### config.mk
export PLATFORM = sky130hd
export DESIGN_NAME = uart_tx
export DESIGN_NICKNAME = d
export VERILOG_FILES = /design/src/rtl/uart_tx.sv
export SDC_FILE = /design/constraint.sdc
export NUM_CORES = 1
export LEC_CHECK = 0
export BUFFER_PORTS_ARGS = -buffer_cell sky130_fd_sc_hd__buf_4
export CORE_UTILIZATION = 55
export CTS_BUF_LIST = sky130_fd_sc_hd__clkbuf_8
export DETAILED_ROUTE_END_ITERATION = 16
export GPL_TIMING_DRIVEN = 0
export HOLD_SLACK_MARGIN = 0.1
export MAX_ROUTING_LAYER = met4
export PLACE_DENSITY = 0.73
export SLEW_MARGIN = 20
export SYNTH_ARGS = -nofsm -noshare
export SYNTH_HDL_FRONTEND = slang
export SYNTH_SLANG_ARGS = --single-unit
### constraint.sdc
create_clock -name i_clk -period 6.5 [get_ports i_clk]
set_clock_uncertainty 0.05 [all_clocks]
set_input_delay 0.975 -clock i_clk [delete_from_list [all_inputs] [get_ports i_clk]]
set_output_delay 0.975 -clock i_clk [all_outputs]
set_load 0.02 [all_outputs]
### src/rtl/uart_tx.sv
// uart_tx: 8N1 UART transmitter with an input FIFO and a fractional baud
// accumulator. Bytes are accepted on a valid/ready handshake, queued, and
// shifted out LSB first at 16 oversample ticks per bit.
//
// Ports:
//   i_clk          single clock
//   i_rst_n        asynchronous active-low reset
//   i_tx_byte      byte to enqueue
//   i_tx_valid     i_tx_byte is valid this cycle
//   o_tx_ready     FIFO not full, a write is accepted
//   o_tx           registered serial line, idle high
//   o_busy         FIFO non-empty or a frame in progress
//   o_fifo_count   bytes queued, excluding the one being shifted
//
// state    | meaning
// ---------+------------------------------------------------------------
// st_idle  | line high, waiting for a tick with the FIFO non-empty
// st_start | start bit (line low) for 16 ticks
// st_data  | data bit sh[0] for 16 ticks each, 8 bits LSB first
// st_stop  | stop bit (line high) for 16 ticks, then next byte or idle

module uart_tx #(
  parameter int unsigned baud_acc_width  = 11,
  parameter int unsigned baud_acc_incr   = 151,
  parameter int unsigned fifo_depth_log2 = 4
) (
  input  logic                       i_clk,
  input  logic                       i_rst_n,
  input  logic [7:0]                 i_tx_byte,
  input  logic                       i_tx_valid,
  output logic                       o_tx_ready,
  output logic                       o_tx,
  output logic                       o_busy,
  output logic [fifo_depth_log2:0]   o_fifo_count
);

  localparam int unsigned fifo_depth = 1 << fifo_depth_log2;
  localparam logic [baud_acc_width:0] acc_incr = baud_acc_incr[baud_acc_width:0];
  localparam logic [fifo_depth_log2:0] count_full = {1'b1, {fifo_depth_log2{1'b0}}};

  typedef enum logic [1:0] {
    st_idle,
    st_start,
    st_data,
    st_stop
  } state_t;

  // baud accumulator; the registered carry is the oversample tick
  logic [baud_acc_width-1:0] acc;
  logic                      tick;

  always_ff @(posedge i_clk or negedge i_rst_n) begin
    if (!i_rst_n) begin
      acc  <= '0;
      tick <= 1'b0;
    end else begin
      {tick, acc} <= {1'b0, acc} + acc_incr;
    end
  end

  // FIFO
  logic [7:0]                 mem [fifo_depth];
  logic [fifo_depth_log2-1:0] wptr;
  logic [fifo_depth_log2-1:0] rptr;
  logic [fifo_depth_log2:0]   count;
  logic                       push;
  logic                       pop;
  logic                       fifo_nonempty;

  // ready depends only on the current count: a full FIFO refuses a write
  // even on a cycle where the serialiser pops
  assign o_tx_ready    = (count < count_full);
  assign push          = i_tx_valid && o_tx_ready;
  assign fifo_nonempty = (count != '0);

  always_ff @(posedge i_clk) begin
    if (push) begin
      mem[wptr] <= i_tx_byte;
    end
  end

  always_ff @(posedge i_clk or negedge i_rst_n) begin
    if (!i_rst_n) begin
      wptr  <= '0;
      rptr  <= '0;
      count <= '0;
    end else begin
      if (push) begin
        wptr <= wptr + 1'b1;
      end
      if (pop) begin
        rptr <= rptr + 1'b1;
      end
      case ({push, pop})
        2'b10:   count <= count + 1'b1;
        2'b01:   count <= count - 1'b1;
        default: count <= count;
      endcase
    end
  end

  // serialiser
  state_t      state;
  state_t      state_next;
  logic [3:0]  tcnt;
  logic [3:0]  tcnt_next;
  logic [2:0]  bidx;
  logic [2:0]  bidx_next;
  logic [7:0]  sh;
  logic [7:0]  sh_next;
  logic        tx;
  logic        tx_next;
  logic        bit_end;

  assign bit_end = tick && (tcnt == 4'd15);

  always_ff @(posedge i_clk or negedge i_rst_n) begin
    if (!i_rst_n) begin
      state <= st_idle;
      tcnt  <= '0;
      bidx  <= '0;
      sh    <= '0;
      tx    <= 1'b1;
    end else begin
      state <= state_next;
      tcnt  <= tcnt_next;
      bidx  <= bidx_next;
      sh    <= sh_next;
      tx    <= tx_next;
    end
  end

  // tx_next follows the level of the state being entered, so o_tx changes
  // on the same edge as the state register
  always_comb begin
    state_next = state;
    tcnt_next  = tcnt;
    bidx_next  = bidx;
    sh_next    = sh;
    tx_next    = tx;
    pop        = 1'b0;

    if (tick && (state != st_idle)) begin
      tcnt_next = tcnt + 4'd1;
    end

    case (state)
      st_idle: begin
        tx_next = 1'b1;
        if (tick && fifo_nonempty) begin
          pop        = 1'b1;
          sh_next    = mem[rptr];
          tcnt_next  = 4'd0;
          state_next = st_start;
          tx_next    = 1'b0;
        end
      end
      st_start: begin
        if (bit_end) begin
          state_next = st_data;
          bidx_next  = 3'd0;
          tx_next    = sh[0];
        end
      end
      st_data: begin
        if (bit_end) begin
          if (bidx == 3'd7) begin
            state_next = st_stop;
            tx_next    = 1'b1;
          end else begin
            sh_next   = {1'b0, sh[7:1]};
            bidx_next = bidx + 3'd1;
            tx_next   = sh[1];
          end
        end
      end
      st_stop: begin
        if (bit_end) begin
          // a queued byte starts on this same tick, leaving no idle gap
          if (fifo_nonempty) begin
            pop        = 1'b1;
            sh_next    = mem[rptr];
            state_next = st_start;
            tx_next    = 1'b0;
          end else begin
            state_next = st_idle;
            tx_next    = 1'b1;
          end
        end
      end
      default: begin
        state_next = st_idle;
        tx_next    = 1'b1;
      end
    endcase
  end

  assign o_tx         = tx;
  assign o_busy       = (state != st_idle) || fifo_nonempty;
  assign o_fifo_count = count;

endmodule

== Word-level counts from Yosys, hierarchy flattened ==
Memory sizes are Yosys's and may differ from the RTL's.
Cells that the tools add are included.

* $add $sub $neg: 7
* $lt $le $gt $ge: 1
* Equality and inequality tests: 14
* Muxes and demuxes: 34
* Reductions and logical operators: 15

{| class="wikitable"
|+ Operators by type and width
! operator !! number
|-
| $mux 8 || 5
|-
| $pmux 8 s3 || 1
|-
| $ne 2x2->1 const B || 7
|-
| $add 11x8->12 const B || 1
|-
| $add 4x1->4 const B || 3
|-
| $mux 1 || 12
|-
| $mux 4 || 3
|-
| $mux 2 || 5
|-
| $pmux 5 s2 || 1
|-
| $mux 3 || 3
|-
| $pmux 2 s4 || 1
|-
| $eq 2x2->1 const B || 3
|-
| $pmux 3 s2 || 1
|-
| $reduce_and 6->1 || 1
|-
| $reduce_bool 2->1 || 3
|-
| $add 5x1->5 const B || 1
|-
| $lt 5x5->1 const B || 1
|-
| $reduce_and 5->1 || 1
|-
| $reduce_bool 5->1 || 1
|-
| $sub 5x1->5 const B || 1
|-
| $eq 2x1->1 const B || 2
|-
| $eq 4x4->1 const B || 1
|-
| $logic_and 1x1->1 || 4
|-
| $pmux 1 s4 || 1
|-
| other kinds (8) || 8
|}

* Register bits after elaboration: 43
* Bits in writable memories: 128
* Input port bits: 11
* Logic and storage cells: 82
* Memories kept: 1

{| class="wikitable"
|+ Memory list
! name !! depth !! width !! read ports !! clocked after Yosys merged registers in !! wr ports !! RTL line !! RTL
|-
| mem || 16 || 8 || 1 || 0 || 1 || 62 || <nowiki>logic [7:0] mem [fifo_depth];</nowiki>
|}

== Longest topological paths before layout ==
* Depth after elaboration: 6
* Gate-level depth with buffers: 12
* Gate-level depth less buffers: 12

== Least setup slack after synthesis ==
No wires, ideal clock.

* Path type: input to register
* From: input i_tx_valid
* To: register count[4], in the netlist o_fifo_count[4]
* Setup time: 0.080 ns
* Data arrival time: 2.661 ns
* Required time: 6.370 ns
* Path slack: 3.708 ns
* Stages on the path: 11
* Path through: nor2b_1 > clkbuf_1 > inv_1 > ha_1 > inv_1 > fa_1 > nor2b_1 > o21ai_0 > and3_1 > nor3_1 > xnor2_1

* Word-level cells in the longest chain between the ends: 3

{| class="wikitable"
|+ Ends and longest elaborated chain
! what !! RTL line !! RTL
|-
| start: declaration || 30 || <nowiki>input logic i_tx_valid,</nowiki>
|-
| $logic_and 1x1->1 * || 73 || <nowiki>assign push = i_tx_valid && o_tx_ready;</nowiki>
|-
| $eq 2x1->1 or $eq 2x2->1 (tied branches) || 94 || <nowiki>case ({push, pop})</nowiki>
|-
| $pmux 5 s2 or $reduce_bool 2->1 (tied branches) || - ||
|-
| end signal: assignment || 95 || <nowiki>2'b10: count <= count + 1'b1;</nowiki>
|-
| end signal: assignment || 96 || <nowiki>2'b01: count <= count - 1'b1;</nowiki>
|-
| end signal: assignment || 97 || <nowiki>default: count <= count;</nowiki>
|-
| end: declaration || 65 || <nowiki>logic [fifo_depth_log2:0] count;</nowiki>
|}

Every way passes the cells marked *; elsewhere a longest branch is shown, timed or not.
A chain may end at the register's enable or synchronous reset.

== Worst setup path in the final report ==
* From: register state[0]
* To: register count[4], in the netlist o_fifo_count[4]

* Word-level cells in the longest chain between the ends: 4

{| class="wikitable"
|+ Ends and longest elaborated chain
! what !! RTL line !! RTL
|-
| start: declaration || 103 || <nowiki>state_t state;</nowiki>
|-
| start signal: assignment || 119 || <nowiki>state <= st_idle;</nowiki>
|-
| start signal: assignment || 125 || <nowiki>state <= state_next;</nowiki>
|-
| $eq 2x2->1 or $logic_not 2->1 (tied branches) || 147 || <nowiki>case (state)</nowiki>
|-
| $pmux 1 s2 * || 147 ||
|-
| named net pop || 67 || <nowiki>logic pop;</nowiki>
|-
| $eq 2x1->1 or $eq 2x2->1 (tied branches) || 94 ||
|-
| $pmux 5 s2 or $reduce_bool 2->1 (tied branches) || - ||
|}

Mark *: on every way through the listed nets, which the timed path passes. The rest lies on a longest branch.

==> impl_metrics.toml <==
[sta]
period_share_pct = 48.7
fin_tns_setup_ps = 0
maxSlewHeadroom_pct = 43.7
min_period_ps = 3160
tightestPinTransition_ps = 841
fmax_mhz = 316
setup_viol = 0
holdWs_ps = 427
fin_ws_ps = 3340
final_hold_viol_count = 0
maxSlewViolCount = 0
rsz0062_at_grt = "false"

[place]
dp_slack_ps = 3290
placed_cells = 628
hpwl_mm = 8.82
gp_congestion = 0.806
io_buffers = 18

[synth]
synthAdderAreaFrac_pct = 3.39
synth_xor_area_share_pct = 2.18
synth-async-reset-ratio_pct = 25.1
yosysUniqueCellTypes = 47
yosys-top-cells-count = "128 x edfxtp_1, 42 x dfrtp_1, 27 x nor2_1"
synth-simple-area-share_pct = 5.14
yosys_warnings = 0
syn_inst = 438
synth.avg_cell_area_um2 = 16.5
synth-compound-area-share_pct = 6.70
synth_area_um2 = 7230
synth_mux_area_share_pct = 12.0
synth_nets = 468
synth-main-ff-cell = "edfxtp_1"
synth_top_area_share_pct = 53.2
ys_seq_elements = 171
synth_top_cell_by_area = "edfxtp_1"
synth_edf_count = 128
ys_seq_area_share_pct = 68.1
synth_top_family_by_area = "multiplexers"
synth_most_common_cell = "edfxtp_1"
synth_area_leaders = "edfxtp_1 53%, dfrtp_1 15%, mux4_1 5.8%, mux4_2 4.7%, ha_1 3.1%"

[outcome]
status = "finished clean"

[critical_path]
crit_fanout = 7
critPathLaunchType = "register"
endpoint_kind = "register"
required_ps = 6810
crit_arrival_ps = 3470
timing_worst_setup_path_type = "register to register"

[floorplan]
start_util_pct = 56.8
io_pins = 19
coreArea_um2 = 12700
die_y_um = 117
rows = 41
die_area_um2 = 13600
fp.dieW_um = 117

[global_routing]
grt_max_degree = 44
grt_pass1_wl_mm = 20.7
grt_usage_pct = 22.4
grt_pass1_vias = 3889
grt_overflow = 0
antenna_found_initial = 0

[job]
cap_violations = 0

[finish]
final_cells = 660
nets = 505
num_antenna_cells = 0
area_growth_pct = 10.4
postLayoutCoreUtil_pct = 62.8
drive_gt1_share_pct = 18.0

[routing]
wl_mm = 13.2
wire_per_inst_um = 19.9
firstDrtPassIters = 5
via_count = 3867
final_antenna_net_count = 0
drc_errors = 0
routed_via_density = 5.86
drt_iter0_drc = 224

[cts]
clk_path_buf_depth = 2
root_buffer = "clkbuf_8"
clk_pin_slew_ps = 80
clk_latency_ps = 450
cts.sinks = 171
tritoncts = "yes"
numCtsBuffers = 17
htree_levels = 4
post_cts_buffers = 0
hold_buffers = 0
post_cts_resize_count = 0

[power_and_ir_drop]
p_leak_nw = 2.88
power.density_nw_per_um2 = 284
ir_worst_vdd_uv = 205

[min_path]
hp-class = "register to register"
## per-layer routing
| metal | GRT usage, % | wire (um) | vias up |
|---|---|---|---|
| met5 | - | 0 | - |
| li1 | - | - | 1771 |
| met3 | 5.60 | 596 | 15 |
| met2 | 35.9 | 6620 | 110 |
| met4 | 8.02 | 289 | 0 |
| met1 | 27.9 | 5660 | 1971 |
## state kept, by name, summed over array words and instances (netlist names)
| name | flops |
|---|---|
| mem | 128 |
| sh | 8 |
| acc | 11 |
| wptr | 4 |
| bidx | 3 |
| tick | 1 |
| rptr | 4 |
| state | 2 |
| o_tx | 1 |
| tcnt | 4 |
| o_fifo_count | 5 |
## critical path, cell delays in order, from the launching register on
cell     delay [ps]
dfrtp_1         450
inv_1           130
ha_1            290
a22oi_1         140
nor3_2          410
ha_1            330
inv_1           110
fa_1            420
nor2b_1         120
o21ai_0         100
and3_1          190
nor3_1          190
xnor2_1         150
## logic make-up (layout without fill, tap and decap cells)
family | count (synthesis) | in the layout
AOI/OAI and AO/OA | 75 | 75
xor gates and xnor gates | 18 | 18
adders and majority gates | 19 | 19
buffers and inverters | 35 | 85
DFF | 171 | 171
muxes | 41 | 41
and+or+nand+nor | 79 | 79
## area by class of cell
type | count | area (um2)
Multi-Input combinational cell | 232 | 2150
Clock buffer | 17 | 234
Sequential cell | 171 | 4920
Fill cell | 954 | 4740
Timing Repair Buffer | 18 | 135
Inverter | 17 | 63.8
Clock inverter | 15 | 150
Buffer | 18 | 118
Tap cell | 172 | 215
## cells in the final DEF, fill, tap and decap left out, types with 14 or more instances in the layout
| master | count |
|---|---|
| edfxtp_1 | 128 |
| a22oi_1 | 15 |
| mux4_1 | 16 |
| buf_4 | 18 |
| o21ai_0 | 14 |
| ha_1 | 18 |
| inv_1 | 21 |
| a21oi_1 | 21 |
| dfrtp_1 | 42 |
| mux4_2 | 15 |
| nand2_1 | 23 |
| nor2_1 | 27 |
| clkbuf_8 | 17 |
## where the power goes
| part | total (mW) | switching, mW | internal, mW |
|---|---|---|---|
| Combinational | 0.260 | 0.168 | 0.0917 |
| Clock | 0.725 | 0.383 | 0.342 |
| Sequential | 1.28 | 0.0397 | 1.24 |
## through the flow
stage | instance area [um2] | power [mW]
6_report | 7990 | 2.26
5_1_grt | 7990 | 2.36
4_1_cts | 7990 | 2.29
3_5_place_dp | 7600 | 1.57
3_3_place_gp | 7580 | 1.54
2_1_floorplan | 7230 | 1.46
## path summary, 6_finish.rpt
check | from | end | slack, ps | cells after the start
setup / recovery | state[0] | o_fifo_count[4] | 3340 | 12
hold / removal | acc[0] | acc[0] | 430 | 1
setup reg to reg | state[0] | o_fifo_count[4] | 3340 | 12
hold reg to reg | acc[0] | acc[0] | 430 | 1
max in group asynchronous | i_rst_n | o_tx | 5570 | 1
min in group asynchronous | i_rst_n | acc[10] | 460 | 1
Power figures use the tool's default switching activity.
